==> src/rtl/lc3_control_fsm_if.sv <==
// Control/status bundle between the LC-3 sequencer (master) and the datapath it steers (slave).
`timescale 1ns/1ps
interface lc3_control_fsm_if;
    logic       Run;
    logic       Continue;
    logic [3:0] Opcode;
    logic       IR_5;
    logic       IR_11;
    logic       BEN;
    logic [6:0] LD_VEC;
    logic [3:0] GATE_VEC;
    logic [1:0] PCMUX;
    logic       DRMUX;
    logic       SR1MUX;
    logic       SR2MUX;
    logic       ADDR1MUX;
    logic [1:0] ADDR2MUX;
    logic [1:0] ALUK;
    logic       Mem_OE;
    logic       Mem_WE;
    logic       LD_LED;
    logic [4:0] State_out;

    modport master (
        input  Run, Continue, Opcode, IR_5, IR_11, BEN,
        output LD_VEC, GATE_VEC, PCMUX, DRMUX, SR1MUX, SR2MUX,
               ADDR1MUX, ADDR2MUX, ALUK, Mem_OE, Mem_WE, LD_LED, State_out
    );

    modport slave (
        output Run, Continue, Opcode, IR_5, IR_11, BEN,
        input  LD_VEC, GATE_VEC, PCMUX, DRMUX, SR1MUX, SR2MUX,
               ADDR1MUX, ADDR2MUX, ALUK, Mem_OE, Mem_WE, LD_LED, State_out
    );
endinterface

==> src/rtl/lc3_control_fsm.sv <==
// LC-3 instruction sequencer: fetch/decode/execute Moore FSM driving datapath loads, bus gates,
// mux selects and memory strobes. Control word is registered alongside the state.
`timescale 1ns/1ps
module lc3_control_fsm #(
    parameter int MEM_WAIT = 3
) (
    input logic               Clk,
    input logic               Reset,
    lc3_control_fsm_if.master bus
);

    typedef enum logic [4:0] {
        HALTED = 5'd0,
        FETCH1,
        FETCH2,
        FETCH3,
        DECODE,
        EX_ADD,
        EX_AND,
        EX_NOT,
        BR0,
        BR1,
        EX_JMP,
        JSR0,
        JSR1,
        LDR0,
        LDR1,
        LDR2,
        STR0,
        STR1,
        STR2,
        PAUSE1,
        PAUSE2
    } state_t;

    // sr2_from_ir and jsr1 mark states whose selects follow live IR bits rather than the state alone
    typedef struct packed {
        logic [6:0] ld;
        logic [3:0] gate;
        logic [1:0] pcmux;
        logic       drmux;
        logic       sr1mux;
        logic       sr2_from_ir;
        logic       addr1mux;
        logic [1:0] addr2mux;
        logic [1:0] aluk;
        logic       mem_oe;
        logic       mem_we;
        logic       ld_led;
        logic       jsr1;
    } ctrl_t;

    localparam logic [3:0] WAIT_LAST = 4'(MEM_WAIT - 1);

    localparam logic [6:0] LD_PC  = 7'b1000000;
    localparam logic [6:0] LD_REG = 7'b0100000;
    localparam logic [6:0] LD_CC  = 7'b0010000;
    localparam logic [6:0] LD_BEN = 7'b0001000;
    localparam logic [6:0] LD_IR  = 7'b0000100;
    localparam logic [6:0] LD_MDR = 7'b0000010;
    localparam logic [6:0] LD_MAR = 7'b0000001;

    localparam logic [3:0] GATE_MARMUX = 4'b1000;
    localparam logic [3:0] GATE_ALU    = 4'b0100;
    localparam logic [3:0] GATE_MDR    = 4'b0010;
    localparam logic [3:0] GATE_PC     = 4'b0001;

    state_t     state;
    state_t     next_state;
    logic [3:0] wait_cnt;
    logic       wait_done;
    logic       in_mem_state;
    ctrl_t      ctrl;

    assign wait_done    = (wait_cnt == WAIT_LAST);
    assign in_mem_state = (state == FETCH2) || (state == LDR1) || (state == STR2);

    function automatic ctrl_t ctrl_for(state_t s);
        ctrl_t c;
        c = '0;
        case (s)
            FETCH1: begin
                c.gate = GATE_PC;
                c.ld   = LD_MAR | LD_PC;
            end
            FETCH2, LDR1: begin
                c.mem_oe = 1'b1;
                c.ld     = LD_MDR;
            end
            FETCH3: begin
                c.gate = GATE_MDR;
                c.ld   = LD_IR;
            end
            DECODE: c.ld = LD_BEN;
            EX_ADD, EX_AND, EX_NOT: begin
                c.gate        = GATE_ALU;
                c.ld          = LD_REG | LD_CC;
                c.sr1mux      = 1'b1;
                c.sr2_from_ir = 1'b1;
                c.aluk        = (s == EX_ADD) ? 2'b00 : (s == EX_AND) ? 2'b01 : 2'b10;
            end
            BR1: begin
                c.addr2mux = 2'b10;
                c.pcmux    = 2'b10;
                c.ld       = LD_PC;
            end
            EX_JMP: begin
                c.sr1mux = 1'b1;
                c.aluk   = 2'b11;
                c.gate   = GATE_ALU;
                c.pcmux  = 2'b01;
                c.ld     = LD_PC;
            end
            JSR0: begin
                c.gate  = GATE_PC;
                c.drmux = 1'b1;
                c.ld    = LD_REG;
            end
            JSR1: begin
                c.pcmux = 2'b10;
                c.ld    = LD_PC;
                c.jsr1  = 1'b1;
            end
            LDR0, STR0: begin
                c.addr1mux = 1'b1;
                c.sr1mux   = 1'b1;
                c.addr2mux = 2'b01;
                c.gate     = GATE_MARMUX;
                c.ld       = LD_MAR;
            end
            LDR2: begin
                c.gate = GATE_MDR;
                c.ld   = LD_REG | LD_CC;
            end
            STR1: begin
                c.aluk = 2'b11;
                c.gate = GATE_ALU;
                c.ld   = LD_MDR;
            end
            STR2:    c.mem_we = 1'b1;
            PAUSE1:  c.ld_led = 1'b1;
            default: c = '0;
        endcase
        return c;
    endfunction

    always_comb begin
        next_state = state;
        unique case (state)
            HALTED:  if (bus.Run) next_state = FETCH1;
            FETCH1:  next_state = FETCH2;
            FETCH2:  if (wait_done) next_state = FETCH3;
            FETCH3:  next_state = DECODE;
            DECODE: begin
                case (bus.Opcode)
                    4'b0001: next_state = EX_ADD;
                    4'b0101: next_state = EX_AND;
                    4'b1001: next_state = EX_NOT;
                    4'b0000: next_state = BR0;
                    4'b1100: next_state = EX_JMP;
                    4'b0100: next_state = JSR0;
                    4'b0110: next_state = LDR0;
                    4'b0111: next_state = STR0;
                    4'b1101: next_state = PAUSE1;
                    default: next_state = FETCH1;
                endcase
            end
            EX_ADD, EX_AND, EX_NOT, BR1, EX_JMP, JSR1, LDR2:
                     next_state = FETCH1;
            BR0:     next_state = bus.BEN ? BR1 : FETCH1;
            JSR0:    next_state = JSR1;
            LDR0:    next_state = LDR1;
            LDR1:    if (wait_done) next_state = LDR2;
            STR0:    next_state = STR1;
            STR1:    next_state = STR2;
            STR2:    if (wait_done) next_state = FETCH1;
            PAUSE1:  if (bus.Continue) next_state = PAUSE2;
            PAUSE2:  if (!bus.Continue) next_state = FETCH1;
            default: next_state = HALTED;
        endcase
    end

    // The wait counter restarts whenever a memory state is entered or left, so each access sees 0..MEM_WAIT-1
    always_ff @(posedge Clk) begin
        if (Reset) begin
            state    <= HALTED;
            wait_cnt <= '0;
            ctrl     <= '0;
        end else begin
            state <= next_state;
            ctrl  <= ctrl_for(next_state);
            if (in_mem_state && (next_state == state))
                wait_cnt <= wait_cnt + 4'd1;
            else
                wait_cnt <= '0;
        end
    end

    assign bus.LD_VEC    = ctrl.ld;
    assign bus.GATE_VEC  = ctrl.gate;
    assign bus.PCMUX     = ctrl.pcmux;
    assign bus.DRMUX     = ctrl.drmux;
    assign bus.SR1MUX    = ctrl.sr1mux;
    assign bus.SR2MUX    = ctrl.sr2_from_ir & bus.IR_5;
    assign bus.ADDR1MUX  = ctrl.addr1mux | (ctrl.jsr1 & ~bus.IR_11);
    assign bus.ADDR2MUX  = ctrl.addr2mux | ((ctrl.jsr1 & bus.IR_11) ? 2'b11 : 2'b00);
    assign bus.ALUK      = ctrl.aluk;
    assign bus.Mem_OE    = ctrl.mem_oe;
    assign bus.Mem_WE    = ctrl.mem_we;
    assign bus.LD_LED    = ctrl.ld_led;
    assign bus.State_out = state;

endmodule

==> src/flat_wrapper.sv <==
// flat-port wrapper written by rule: the top's interface ports become plain ports
module lc3_control_fsm_flat 
#(
    parameter int MEM_WAIT = 3
)
  (Clk, Reset, bus_Run, bus_Continue, bus_Opcode, bus_IR_5, bus_IR_11, bus_BEN, bus_LD_VEC, bus_GATE_VEC, bus_PCMUX, bus_DRMUX, bus_SR1MUX, bus_SR2MUX, bus_ADDR1MUX, bus_ADDR2MUX, bus_ALUK, bus_Mem_OE, bus_Mem_WE, bus_LD_LED, bus_State_out);
  lc3_control_fsm_if bus_i ();
  input logic Clk;
  input logic Reset;
  input wire logic [$bits(bus_i.Run)-1:0] bus_Run;
  input wire logic [$bits(bus_i.Continue)-1:0] bus_Continue;
  input wire logic [$bits(bus_i.Opcode)-1:0] bus_Opcode;
  input wire logic [$bits(bus_i.IR_5)-1:0] bus_IR_5;
  input wire logic [$bits(bus_i.IR_11)-1:0] bus_IR_11;
  input wire logic [$bits(bus_i.BEN)-1:0] bus_BEN;
  output wire logic [$bits(bus_i.LD_VEC)-1:0] bus_LD_VEC;
  output wire logic [$bits(bus_i.GATE_VEC)-1:0] bus_GATE_VEC;
  output wire logic [$bits(bus_i.PCMUX)-1:0] bus_PCMUX;
  output wire logic [$bits(bus_i.DRMUX)-1:0] bus_DRMUX;
  output wire logic [$bits(bus_i.SR1MUX)-1:0] bus_SR1MUX;
  output wire logic [$bits(bus_i.SR2MUX)-1:0] bus_SR2MUX;
  output wire logic [$bits(bus_i.ADDR1MUX)-1:0] bus_ADDR1MUX;
  output wire logic [$bits(bus_i.ADDR2MUX)-1:0] bus_ADDR2MUX;
  output wire logic [$bits(bus_i.ALUK)-1:0] bus_ALUK;
  output wire logic [$bits(bus_i.Mem_OE)-1:0] bus_Mem_OE;
  output wire logic [$bits(bus_i.Mem_WE)-1:0] bus_Mem_WE;
  output wire logic [$bits(bus_i.LD_LED)-1:0] bus_LD_LED;
  output wire logic [$bits(bus_i.State_out)-1:0] bus_State_out;
  assign bus_i.Run = bus_Run;
  assign bus_i.Continue = bus_Continue;
  assign bus_i.Opcode = bus_Opcode;
  assign bus_i.IR_5 = bus_IR_5;
  assign bus_i.IR_11 = bus_IR_11;
  assign bus_i.BEN = bus_BEN;
  assign bus_LD_VEC = bus_i.LD_VEC;
  assign bus_GATE_VEC = bus_i.GATE_VEC;
  assign bus_PCMUX = bus_i.PCMUX;
  assign bus_DRMUX = bus_i.DRMUX;
  assign bus_SR1MUX = bus_i.SR1MUX;
  assign bus_SR2MUX = bus_i.SR2MUX;
  assign bus_ADDR1MUX = bus_i.ADDR1MUX;
  assign bus_ADDR2MUX = bus_i.ADDR2MUX;
  assign bus_ALUK = bus_i.ALUK;
  assign bus_Mem_OE = bus_i.Mem_OE;
  assign bus_Mem_WE = bus_i.Mem_WE;
  assign bus_LD_LED = bus_i.LD_LED;
  assign bus_State_out = bus_i.State_out;
  lc3_control_fsm #(.MEM_WAIT(MEM_WAIT)) u_core (.Clk(Clk), .Reset(Reset), .bus(bus_i));
endmodule
==> config.mk <==
export PLATFORM = sky130hd
export DESIGN_NAME = lc3_control_fsm_flat
export DESIGN_NICKNAME = d
export VERILOG_FILES = /design/src/rtl/lc3_control_fsm_if.sv /design/src/rtl/lc3_control_fsm.sv /design/src/flat_wrapper.sv
export SDC_FILE = /design/constraint.sdc
export NUM_CORES = 1
export LEC_CHECK = 0
export BUFFER_PORTS_ARGS = -buffer_cell sky130_fd_sc_hd__buf_2
export CAP_MARGIN = 10
export CORE_ASPECT_RATIO = 0.75
export CORE_MARGIN = 4
export CORE_UTILIZATION = 25
export DETAILED_ROUTE_END_ITERATION = 6
export PLACE_DENSITY_LB_ADDON = 0.3
export SLEW_MARGIN = 20
export SYNTH_ARGS = -nofsm -noshare
export SYNTH_HDL_FRONTEND = slang
export SYNTH_SLANG_ARGS = --single-unit
==> constraint.sdc <==
create_clock -name Clk -period 6.3 [get_ports Clk]
set_input_delay 1.26 -clock Clk [delete_from_list [all_inputs] [get_ports Clk]]
set_output_delay 1.26 -clock Clk [all_outputs]
set_load 0.1 [all_outputs]
## Word level (Yosys, flattened, before mapping)

Memory sizes are Yosys's and may differ from the RTL's.
Cells that the tools add are included.

| storage, ports and cells | value |
|---|---|
| memories | 1 |
| bits in read-only memories | 80 |
| flip-flop bits (word level) | 34 |
| input port bits | 11 |
| output and inout bits | 29 |

Memories:

| memory | words | width | read ports | clocked after memory_dff | write ports | RTL line | RTL |
|---|---|---|---|---|---|---|---|
| (name not given) | 16 | 5 | 1 | 0 | 0 | lc3_control_fsm.sv:155 | `case (bus.Opcode)` |

| cells by class | value |
|---|---|
| muxes and demuxes | 24 |
| add/subtract/negate cells | 1 |
| eq/ne operators | 40 |
| reductions and logical operators | 18 |
| bitwise gates (word level) | 7 |

Operators with widths:

| operator | count |
|---|---|
| == test 5 x 4 -> 1 bit (second input constant) | 15 |
| case mux 5 bit (15 select lines) | 1 |
| case mux 7 bit (8 select lines) | 1 |
| == test 5 bit (second input constant) | 9 |
| == test 5 x 3 -> 1 bit (second input constant) | 8 |
| two-way mux 5 bit | 6 |
| == test 5 x 2 -> 1 bit (second input constant) | 4 |
| case mux 4 bit (4 select lines) | 1 |
| OR reduction 2 bit | 7 |
| case mux 2 bit (2 select lines) | 3 |
| == test 5 x 1 -> 1 bit (second input constant) | 2 |
| OR reduction 3 bit | 3 |
| two-way mux 1 bit | 8 |
| OR reduction 7 bit | 1 |
| two-way mux 2 bit | 3 |
| OR reduction 6 bit | 1 |
| == test 5 bit | 1 |
| logical NOT 5 bit | 1 |
| OR reduction 5 bit | 1 |
| adder 4 x 1 -> 4 bit (second input constant) | 1 |
| == test 4 x 2 -> 1 bit (second input constant) | 1 |
| two-way mux 4 bit | 1 |
| OR reduction 4 bit | 1 |
| AND 1 bit | 3 |
| other kinds (5) | 7 |

## Logic depth before layout (Yosys ltp)

Gate-level depths: netlist of the first run.

| logic depth | value |
|---|---|
| depth after elaboration | 7 |
| gate-level depth with buffers | 10 |
| gate-level depth less buffers | 8 |

## Worst setup path after synthesis of the first run

OpenSTA, ideal clock, no wires.

| timing path | value |
|---|---|
| path kind | input to output |
| from | in bus_IR_5 |
| to | out bus_SR2MUX |
| stages | 1 |
| required time | 5040 ps |
| arrival | 1994 ps |
| setup slack | 3046 ps |
| path through | and2_1 |

| on the way | value |
|---|---|
| word-level cells in the longest chain between the ends | 1 |

RTL lines:

| element | RTL line | RTL |
|---|---|---|
| start, declared | flat_wrapper.sv:13 | `input wire logic [$bits(bus_i.IR_5)-1:0] bus_IR_5;` |
| AND 1 bit | lc3_control_fsm.sv:204 | `assign bus.SR2MUX = ctrl.sr2_from_ir & bus.IR_5;` |
| end, declared | flat_wrapper.sv:21 | `output wire logic [$bits(bus_i.SR2MUX)-1:0] bus_SR2MUX;` |

No other way between the ends.

## Worst setup path in the final report of the first run

| timing path | value |
|---|---|
| from | in bus_IR_11 |
| to | out bus_ADDR1MUX |

| on the way | value |
|---|---|
| word-level cells in the longest chain between the ends | 3 |

RTL lines:

| element | RTL line | RTL |
|---|---|---|
| start, declared | flat_wrapper.sv:14 | `input wire logic [$bits(bus_i.IR_11)-1:0] bus_IR_11;` |
| inverter 1 bit | lc3_control_fsm.sv:205 | `assign bus.ADDR1MUX = ctrl.addr1mux \| (ctrl.jsr1 & ~bus.IR_11);` |
| AND 1 bit | lc3_control_fsm.sv:205 |  |
| OR 1 bit | lc3_control_fsm.sv:205 |  |
| end, declared | flat_wrapper.sv:22 | `output wire logic [$bits(bus_i.ADDR1MUX)-1:0] bus_ADDR1MUX;` |

No other way between the ends.

==> impl_metrics.ini, run 1 <==
[placement]
dp_hpwl_um = 3310
io_buffers = 39
placed_area_um2 = 2031
gp_congestion = 0.8313
dp_slack_ns = 2.956

[status]
status = completed

[die]
start_util = 0.2569
die_x_um = 108.4
coreArea_um2 = 7365
die_h_um = 83.34
io-pin-count = 40
rows = 27
dieArea_um2 = 9037

[global_route]
grt.met2_usage = 0.1391
grt_busiest_layer = met1
antenna_found_initial = 0
first_global_vias = 1514
grt_usage = 0.1045
grt_pass1_wl_um = 7555
gr-usage-met3 = 0.03652
grt_start_max_net_pins = 22
global_route.overflow_total = 0
grt_use_met1 = 0.1574

[clocking]
cts.repair.resized = 0
cts_inserted_buffers = 5
clock_sinks = 34
h-tree-depth = 2
cts_tree = done
cts_buffer_depth = 2
clk-insertion-delay-late_ns = 0.29
holdBufCountCts = 0
cts_setup_buffers = 0
cts_root_buffer = clkbuf_8
cts.clk_slew.worst_paths_ns = 0.07

[final_layout]
post-route-util = 0.2887
multiInputGateArea_um2 = 1002
fin_area_um2 = 2126
diodes = 0
layout-drive-gt1-share = 0.2269
fin_nets = 253
area_growth_pct = 12.37
seq_area_um2 = 680.7
fillers = 837

[worst_setup_path]
cpPeakStageDelay_ns = 0.41
cp_common_cell = buf_2
cp.required_ns = 5.04
path_class = in2out
cp_slowest_cell = buf_2
path_max_fanout = 3
cp-end-kind = primary output
critPathArrivalTime_ns = 1.93
path_delay_family = buffers and inverters
critical_path.cell_chain = buf_2, inv_1, a21o_1, buf_2
start_kind = input pin
cp_num_buf_inv = 3

[detailed_routing]
via_per_inst = 4.735
vias = 1605
route.detailed.drc = 0
routed_wirelength_um = 4484
ant_nets = 0
first_pass_iters = 4
wl_per_cell_um = 13.23
first_iter_violations = 131

[timing]
finalSetupViolations = 0
slew_violations = 0
hold_viol_final = 0
rsz0062_at_grt = false
tightest_slew_ns = 0.9075
slew_headroom = 0.3931
skew_ns = 0.01321
setup_slack_ns = 3.112
timing.final.crit_share = 0.5061
finalSetupTns_ns = 0
fmaxAchievable_mhz = 313.6
min_period_ns = 3.189
hold_ws_ns = 0.4644

[synthesis]
synth_edf_count = 0
synth_top_area_cell = dfxtp_1
synthFlopType = dfxtp_1
synth_area_leaders = dfxtp_1 (36%), buf_4 (6.3%), a21oi_1 (4.5%)
synth_cell_types = 51
syn_area_per_cell_um2 = 8.678
synthCells = 218
yosys.area.top_type_share = 0.3598
mappedNetlistArea_um2 = 1892
ys_seq_elements = 34
synth-seq-area-share = 0.3598
syn_nets = 234
synth_warnings = 0
synthArstFlopShare = 0

[pwr]
clkPwrFrac = 0.335
switching_power_uw = 162.4
seq_power_share = 0.457
ir_drop_v = 0.00007280
swShare = 0.3279
p_leak_uw = 0.0008908
power_density_nw_per_um2 = 233.0
p_comb_frac = 0.208
p_int_uw = 332.9

[flow_run]
maxCapViolCount = 0

[hold_path]
hold_path_class = reg2reg
[power by group through the flow]
stage | Clock (µW) | Sequential [µW] | Combinational, µW
2_1_floorplan | 0 | 241 | 79.2
3_3_place_gp | 0 | 232 | 102
3_5_place_dp | 0 | 231 | 103
4_1_cts | 169 | 227 | 103
5_1_grt | 182 | 227 | 111
6_report | 166 | 227 | 103
[through the flow]
stage | total power, µW | std cells
CTS | 498.2 | 339
finish | 495.3 | 339
detailed placement | 334.0 | 331
floorplan | 320.2 | 218
global route | 520.5 | 339
global placement | 333.6 | 331
[cell usage in the layout, fill, tap and decap left out, types with 2 or more instances in the layout]
cell,count
nand3_1,8
inv_1,7
nor3b_1,2
a211oi_1,6
buf_2,39
xnor2_1,6
nand2b_1,6
nand4_1,3
a2111oi_0,2
clkbuf_8,6
and2_1,2
dfxtp_1,34
nand2_1,11
nand4b_1,2
or3b_1,2
a21oi_1,17
nor2_1,19
a21o_1,6
xor2_1,2
o21ai_0,8
o21a_1,2
nor4_1,6
nor3_1,5
o211ai_1,3
nand3b_1,3
ha_1,5
or4_1,2
[logic make-up (layout without fill, tap and decap cells)]
| group | after synthesis | in the layout | synth area share |
|---|---|---|---|
| AOI/OAI and AO/OA | 55 | 55 | 0.2017 |
| xor gates and xnor gates | 8 | 8 | 0.03704 |
| adders and majority gates | 6 | 6 | 0.03836 |
| buffers and inverters | 34 | 54 | 0.1104 |
| DFF | 34 | 34 | 0.3598 |
| muxes | 1 | 1 | 0.005952 |
| and+or+nand+nor | 80 | 80 | 0.2467 |
[sequential cells by signal (all words and copies together), names as in the netlist]
name / count
u_core.bus.ALUK: 2
u_core.bus.LD_VEC: 7
u_core.bus.SR1MUX: 1
u_core.bus.GATE_VEC: 4
u_core.bus.State_out: 5
u_core.bus.Mem_WE: 1
u_core.bus.Mem_OE: 1
u_core.wait_cnt: 4
u_core.bus.LD_LED: 1
u_core.bus.DRMUX: 1
u_core.bus.PCMUX: 2
u_core.ctrl: 5
[synthesized netlist by cell type, drive strengths merged (2+ instances only)]
| cell type | n |
|---|---|
| or4 | 2 |
| or3b | 2 |
| o211ai | 3 |
| or3 | 2 |
| nand2b | 6 |
| a21oi | 17 |
| ha | 5 |
| nor4 | 7 |
| o21a | 2 |
| nand4 | 3 |
| dfxtp | 34 |
| nand2 | 11 |
| nand3b | 3 |
| xnor2 | 6 |
| o21ai | 8 |
| nand4b | 2 |
| a211oi | 6 |
| buf | 23 |
| nand3 | 9 |
| a21o | 6 |
| nor3 | 5 |
| a2111oi | 3 |
| xor2 | 2 |
| nor2 | 19 |
| and2 | 3 |
| inv | 7 |
| clkbuf | 4 |
| nor3b | 2 |
[layer usage]
layer	wire length (µm)	part of all wire
met4	27	0.0060
met1	2281	0.51
met2	1760	0.39
met5	0	0
met3	415	0.093
[layout make-up]
| class | count | area share |
|---|---|---|
| timing repair buffer | 39 | 0.09182 |
| clock inverter | 2 | 0.005886 |
| clock buffer | 6 | 0.03885 |
| sequential | 34 | 0.3202 |
| tap | 101 | 0.05945 |
| multi-input combinational | 150 | 0.4715 |
| inverter | 7 | 0.01236 |
[final timing paths]
| kind | from | to | slack [ns] | cells after the start |
|---|---|---|---|---|
| worst max-delay path | bus_IR_11 | bus_ADDR1MUX | 3.11 | 4 |
| worst min-delay path | u_core.wait_cnt[0]$_SDFF_PP0_ | u_core.wait_cnt[0]$_SDFF_PP0_ | 0.46 | 1 |
| worst max register to register | u_core.bus.State_out[2]$_SDFF_PP0_ | u_core.bus.LD_VEC[6]$_SDFF_PP0_ | 3.56 | 6 |
| worst min register to register | u_core.wait_cnt[0]$_SDFF_PP0_ | u_core.wait_cnt[0]$_SDFF_PP0_ | 0.46 | 1 |
Note: power is estimated with default switching activity, not from simulation.
==> inputs of run 2 (changes only) <==
- clock period: 6.3 -> 2.75 ns (I/O delays scaled with it)
==> run 2 against run 1 <==
Final area grew 1.0%. Via count grew 0.93%. Worst hold slack gained 0.011 ns.
==> impl_metrics.ini, run 2 (same netlist as run 1, synthesis figures left out) <==
[pwr]
clkPwrFrac = 0.333
ir_drop_v = 0.0001821
p_comb_frac = 0.211
switching_power_uw = 372.2
p_leak_uw = 0.0009022
p_int_uw = 766.2
seq_power_share = 0.456
swShare = 0.3270
power_density_nw_per_um2 = 530.2

[timing]
finalSetupTns_ns = 0
fmaxAchievable_mhz = 389.8
tightest_slew_ns = 0.7542
min_period_ns = 2.565
finalSetupViolations = 0
slew_headroom = 0.4972
timing.final.crit_share = 0.9328
hold_ws_ns = 0.4757
setup_slack_ns = 0.1849
slew_violations = 0
hold_viol_final = 0
rsz0062_at_grt = false
skew_ns = 0.008251

[clocking]
cts.repair.resized = 0
cts.clk_slew.worst_paths_ns = 0.07
clock_sinks = 34
holdBufCountCts = 0
cts_setup_buffers = 0
cts_buffer_depth = 2
clk-insertion-delay-late_ns = 0.29
h-tree-depth = 2
cts_tree = done
cts_root_buffer = clkbuf_8
cts_inserted_buffers = 5

[die]
coreArea_um2 = 7365
dieArea_um2 = 9037
die_h_um = 83.34
die_x_um = 108.4
io-pin-count = 40
rows = 27
start_util = 0.2569

[global_route]
global_route.overflow_total = 0
grt_use_met1 = 0.1556
first_global_vias = 1514
grt_start_max_net_pins = 22
gr-usage-met3 = 0.03263
grt.met2_usage = 0.1380
grt_pass1_wl_um = 7465
grt_usage = 0.1031
grt_busiest_layer = met1
antenna_found_initial = 0

[placement]
placed_area_um2 = 2052
dp_slack_ns = 0.2314
io_buffers = 39
dp_hpwl_um = 3352
gp_congestion = 0.8141

[worst_setup_path]
critPathArrivalTime_ns = 2.78
path_class = reg2reg
path_max_fanout = 16
path_delay_family = simple AND/OR/NAND/NOR gates
cpPeakStageDelay_ns = 0.50
cp_num_buf_inv = 0
start_kind = flip-flop
critical_path.cell_chain = or3b_1, a211oi_1, o32a_1, nand3_2, or3_4, a21oi_1
cp-end-kind = flip-flop
cp.required_ns = 2.96
cp_slowest_cell = dfxtp_2

[detailed_routing]
wl_per_cell_um = 13.22
first_iter_violations = 109
vias = 1620
ant_nets = 0
route.detailed.drc = 0
routed_wirelength_um = 4508
via_per_inst = 4.751
first_pass_iters = 5

[final_layout]
largest_register_ffs = 7
post-route-util = 0.2915
layout-drive-gt1-share = 0.2542
final_common_cell = buf_2
fillers = 821
fin_nets = 255
multiInputGateArea_um2 = 1002
seq_area_um2 = 686.9
area_growth_pct = 13.49
final_cell_mix = buf_2 (39), dfxtp_1 (29), nor2_1 (19)
diodes = 0
fin_area_um2 = 2147

[hold_path]
hold_path_class = reg2reg

[status]
status = completed

[flow_run]
maxCapViolCount = 0
## run 2: changes by cell type in the layout (fill, tap and decap cells not counted), sizes merged
cell  change
buf       +2
## run 2: worst paths after layout
kind,from,to,slack (ns),depth (start not counted)
setup / recovery,u_core.bus.State_out[2]$_SDFF_PP0_,u_core.bus.GATE_VEC[3]$_SDFF_PP0_,0.18,6
hold / removal,u_core.wait_cnt[0]$_SDFF_PP0_,u_core.wait_cnt[0]$_SDFF_PP0_,0.48,1
setup reg to reg,u_core.bus.State_out[2]$_SDFF_PP0_,u_core.bus.GATE_VEC[3]$_SDFF_PP0_,0.18,6
hold reg to reg,u_core.wait_cnt[0]$_SDFF_PP0_,u_core.wait_cnt[0]$_SDFF_PP0_,0.48,1
## run 2: area by class of cell
class / instances / area share
Multi-Input combinational cell: 150 / 0.4668
Sequential cell: 34 / 0.3199
Timing Repair Buffer: 41 / 0.09790
Tap cell: 101 / 0.05886
Clock buffer: 6 / 0.03846
Inverter: 7 / 0.01224
Clock inverter: 2 / 0.005828
## run 2: per-stage QoR
step,total power [µW],cells
2_1_floorplan,734.4,218
4_1_cts,1148,341
3_3_place_gp,769.4,333
6_report,1138,341
5_1_grt,1196,341
3_5_place_dp,769.6,333
## run 2: worst register-to-register path: stages (launching register included)
cell,delay [ns]
dfxtp_2,0.50
or3b_1,0.40
a211oi_1,0.36
o32a_1,0.47
nand3_2,0.22
or3_4,0.39
a21oi_1,0.16
## run 2: power groups by stage
stage	combinational (µW)	clock (µW)	sequential (µW)
4_1_cts	240	389	519
5_1_grt	258	417	521
3_3_place_gp	239	0	530
6_report	240	379	519
2_1_floorplan	181	0	553
3_5_place_dp	239	0	530
## run 2: per-layer routing
metal / wire [µm] / part of all wire
met3: 354 / 0.079
met1: 2329 / 0.52
met2: 1789 / 0.40
met4: 34 / 0.0075
met5: 0 / 0
==> inputs of run 3 (changes only) <==
- CORE_ASPECT_RATIO: 0.75 -> 1.5
==> run 3 against run 2 <==
Flip-flop and latch count unchanged. Worst hold slack got worse by 0.011 ns. Final cell count decreased by 0.29%. Critical path depth unchanged. Combinational power about the same. Routed wire length increased by 3.1%. First-iteration DRC count decreased by 41%. Final area increased by 1.9%. Core utilization increased by 0.73 points. Critical path type unchanged. Largest cell class unchanged.
==> impl_metrics.ini, run 3 (same netlist as run 1, synthesis figures left out) <==
[timing]
setup_slack_ns = 0.2317
fmaxAchievable_mhz = 397.1
finalSetupTns_ns = 0
hold_ws_ns = 0.4651
hold_viol_final = 0
tightest_slew_ns = 0.7013
finalSetupViolations = 0
rsz0062_at_grt = false
timing.final.crit_share = 0.9157
skew_ns = 0.005344
slew_violations = 0
min_period_ns = 2.518
slew_headroom = 0.5325

[final_layout]
largest_register_ffs = 7
layout-drive-gt1-share = 0.2542
post-route-util = 0.2989
final_common_cell = buf_2
final_cell_mix = buf_2 (39), dfxtp_1 (29), nor2_1 (19)
diodes = 0
area_growth_pct = 15.67
fin_nets = 255
fillers = 830

[die]
die_x_um = 79.03
dieArea_um2 = 9052
die_h_um = 114.5
start_util = 0.2584
io-pin-count = 40
coreArea_um2 = 7322
rows = 38

[placement]
dp_hpwl_um = 3522
dp_slack_ns = 0.2460
gp_congestion = 0.8225
io_buffers = 39

[worst_setup_path]
critical_path.cell_chain = or3b_1, a211oi_1, o32a_1, nand3_2, or3_4, a21oi_1
start_kind = flip-flop
cp-end-kind = flip-flop
path_delay_family = simple AND/OR/NAND/NOR gates
path_max_fanout = 16
critPathArrivalTime_ns = 2.74
cp_num_buf_inv = 0
cp.required_ns = 2.97
cp_slowest_cell = dfxtp_2
path_class = reg2reg
cpPeakStageDelay_ns = 0.51

[detailed_routing]
route.detailed.drc = 0
routed_wirelength_um = 4646
ant_nets = 0
first_pass_iters = 4
vias = 1630
first_iter_violations = 64
wl_per_cell_um = 13.66
via_per_inst = 4.794

[global_route]
grt_pass1_wl_um = 7845
global_route.overflow_total = 0
first_global_vias = 1558
antenna_found_initial = 0
grt_usage = 0.1095
grt_start_max_net_pins = 22

[clocking]
cts_inserted_buffers = 5
cts_root_buffer = clkbuf_8
holdBufCountCts = 0
cts_tree = done
cts_buffer_depth = 2
cts_setup_buffers = 0
cts.repair.resized = 0
clock_sinks = 34
h-tree-depth = 2
cts.clk_slew.worst_paths_ns = 0.07
clk-insertion-delay-late_ns = 0.29

[pwr]
power_density_nw_per_um2 = 596.3
ir_drop_v = 0.0002103
p_leak_uw = 0.0009234

[flow_run]
maxCapViolCount = 0

[status]
status = completed

[hold_path]
hold_path_class = reg2reg
[run 3: cell types whose count changed in the layout (fill, tap and decap cells not counted), sizes merged]
| cell | change |
|---|---|
| clkbuf | -1 |
| bufinv | +2 |
| clkinvlp | -1 |
[run 3: layout make-up]
type / instances / area, µm² / share of cell area
clock buffer: 5 / 68.82 / 0.03145
tap: 100 / 125.1 / 0.05718
inverter: 7 / 26.28 / 0.01201
timing repair buffer: 41 / 210.2 / 0.09606
multi-input combinational: 150 / 1002 / 0.4580
clock inverter: 3 / 68.82 / 0.03145
sequential: 34 / 686.9 / 0.3139
[run 3: worst register-to-register path: stages, from the launching register on]
cell	delay (ns)
dfxtp_2	0.51
or3b_1	0.41
a211oi_1	0.35
o32a_1	0.44
nand3_2	0.20
or3_4	0.38
a21oi_1	0.16
[run 3: final timing paths]
path / depth (start not counted) / end / startpoint / slack, ns
worst max-delay path: 6 / u_core.bus.GATE_VEC[3]$_SDFF_PP0_ / u_core.bus.State_out[2]$_SDFF_PP0_ / 0.23
worst min-delay path: 1 / u_core.wait_cnt[0]$_SDFF_PP0_ / u_core.wait_cnt[0]$_SDFF_PP0_ / 0.47
worst max register to register: 6 / u_core.bus.GATE_VEC[3]$_SDFF_PP0_ / u_core.bus.State_out[2]$_SDFF_PP0_ / 0.23
worst min register to register: 1 / u_core.wait_cnt[0]$_SDFF_PP0_ / u_core.wait_cnt[0]$_SDFF_PP0_ / 0.47
[run 3: stage by stage]
step                      instance area, µm²  power (µW)  std cells
after floorplan                         1898       734.4        218
after global placement                  2051       767.7        332
after detailed placement                2051       768.4        332
after CTS                               2188        1318        340
after global routing                    2188        1361        340
final                                   2188        1305        340
[run 3: report_power, final]
part           leakage, µW  switching (µW)  internal [µW]
combinational     0.000578             178           59.3
sequential        0.000277            13.6            506
clock            0.0000683             185            363
[run 3: routing by layer]
metal,share of wire,vias up,global-route usage
met1,0.42,767,0.1298
met4,0.020,0,0.03899
met3,0.045,10,0.02835
met2,0.52,34,0.1890
met5,0,-,0
li1,-,819,-
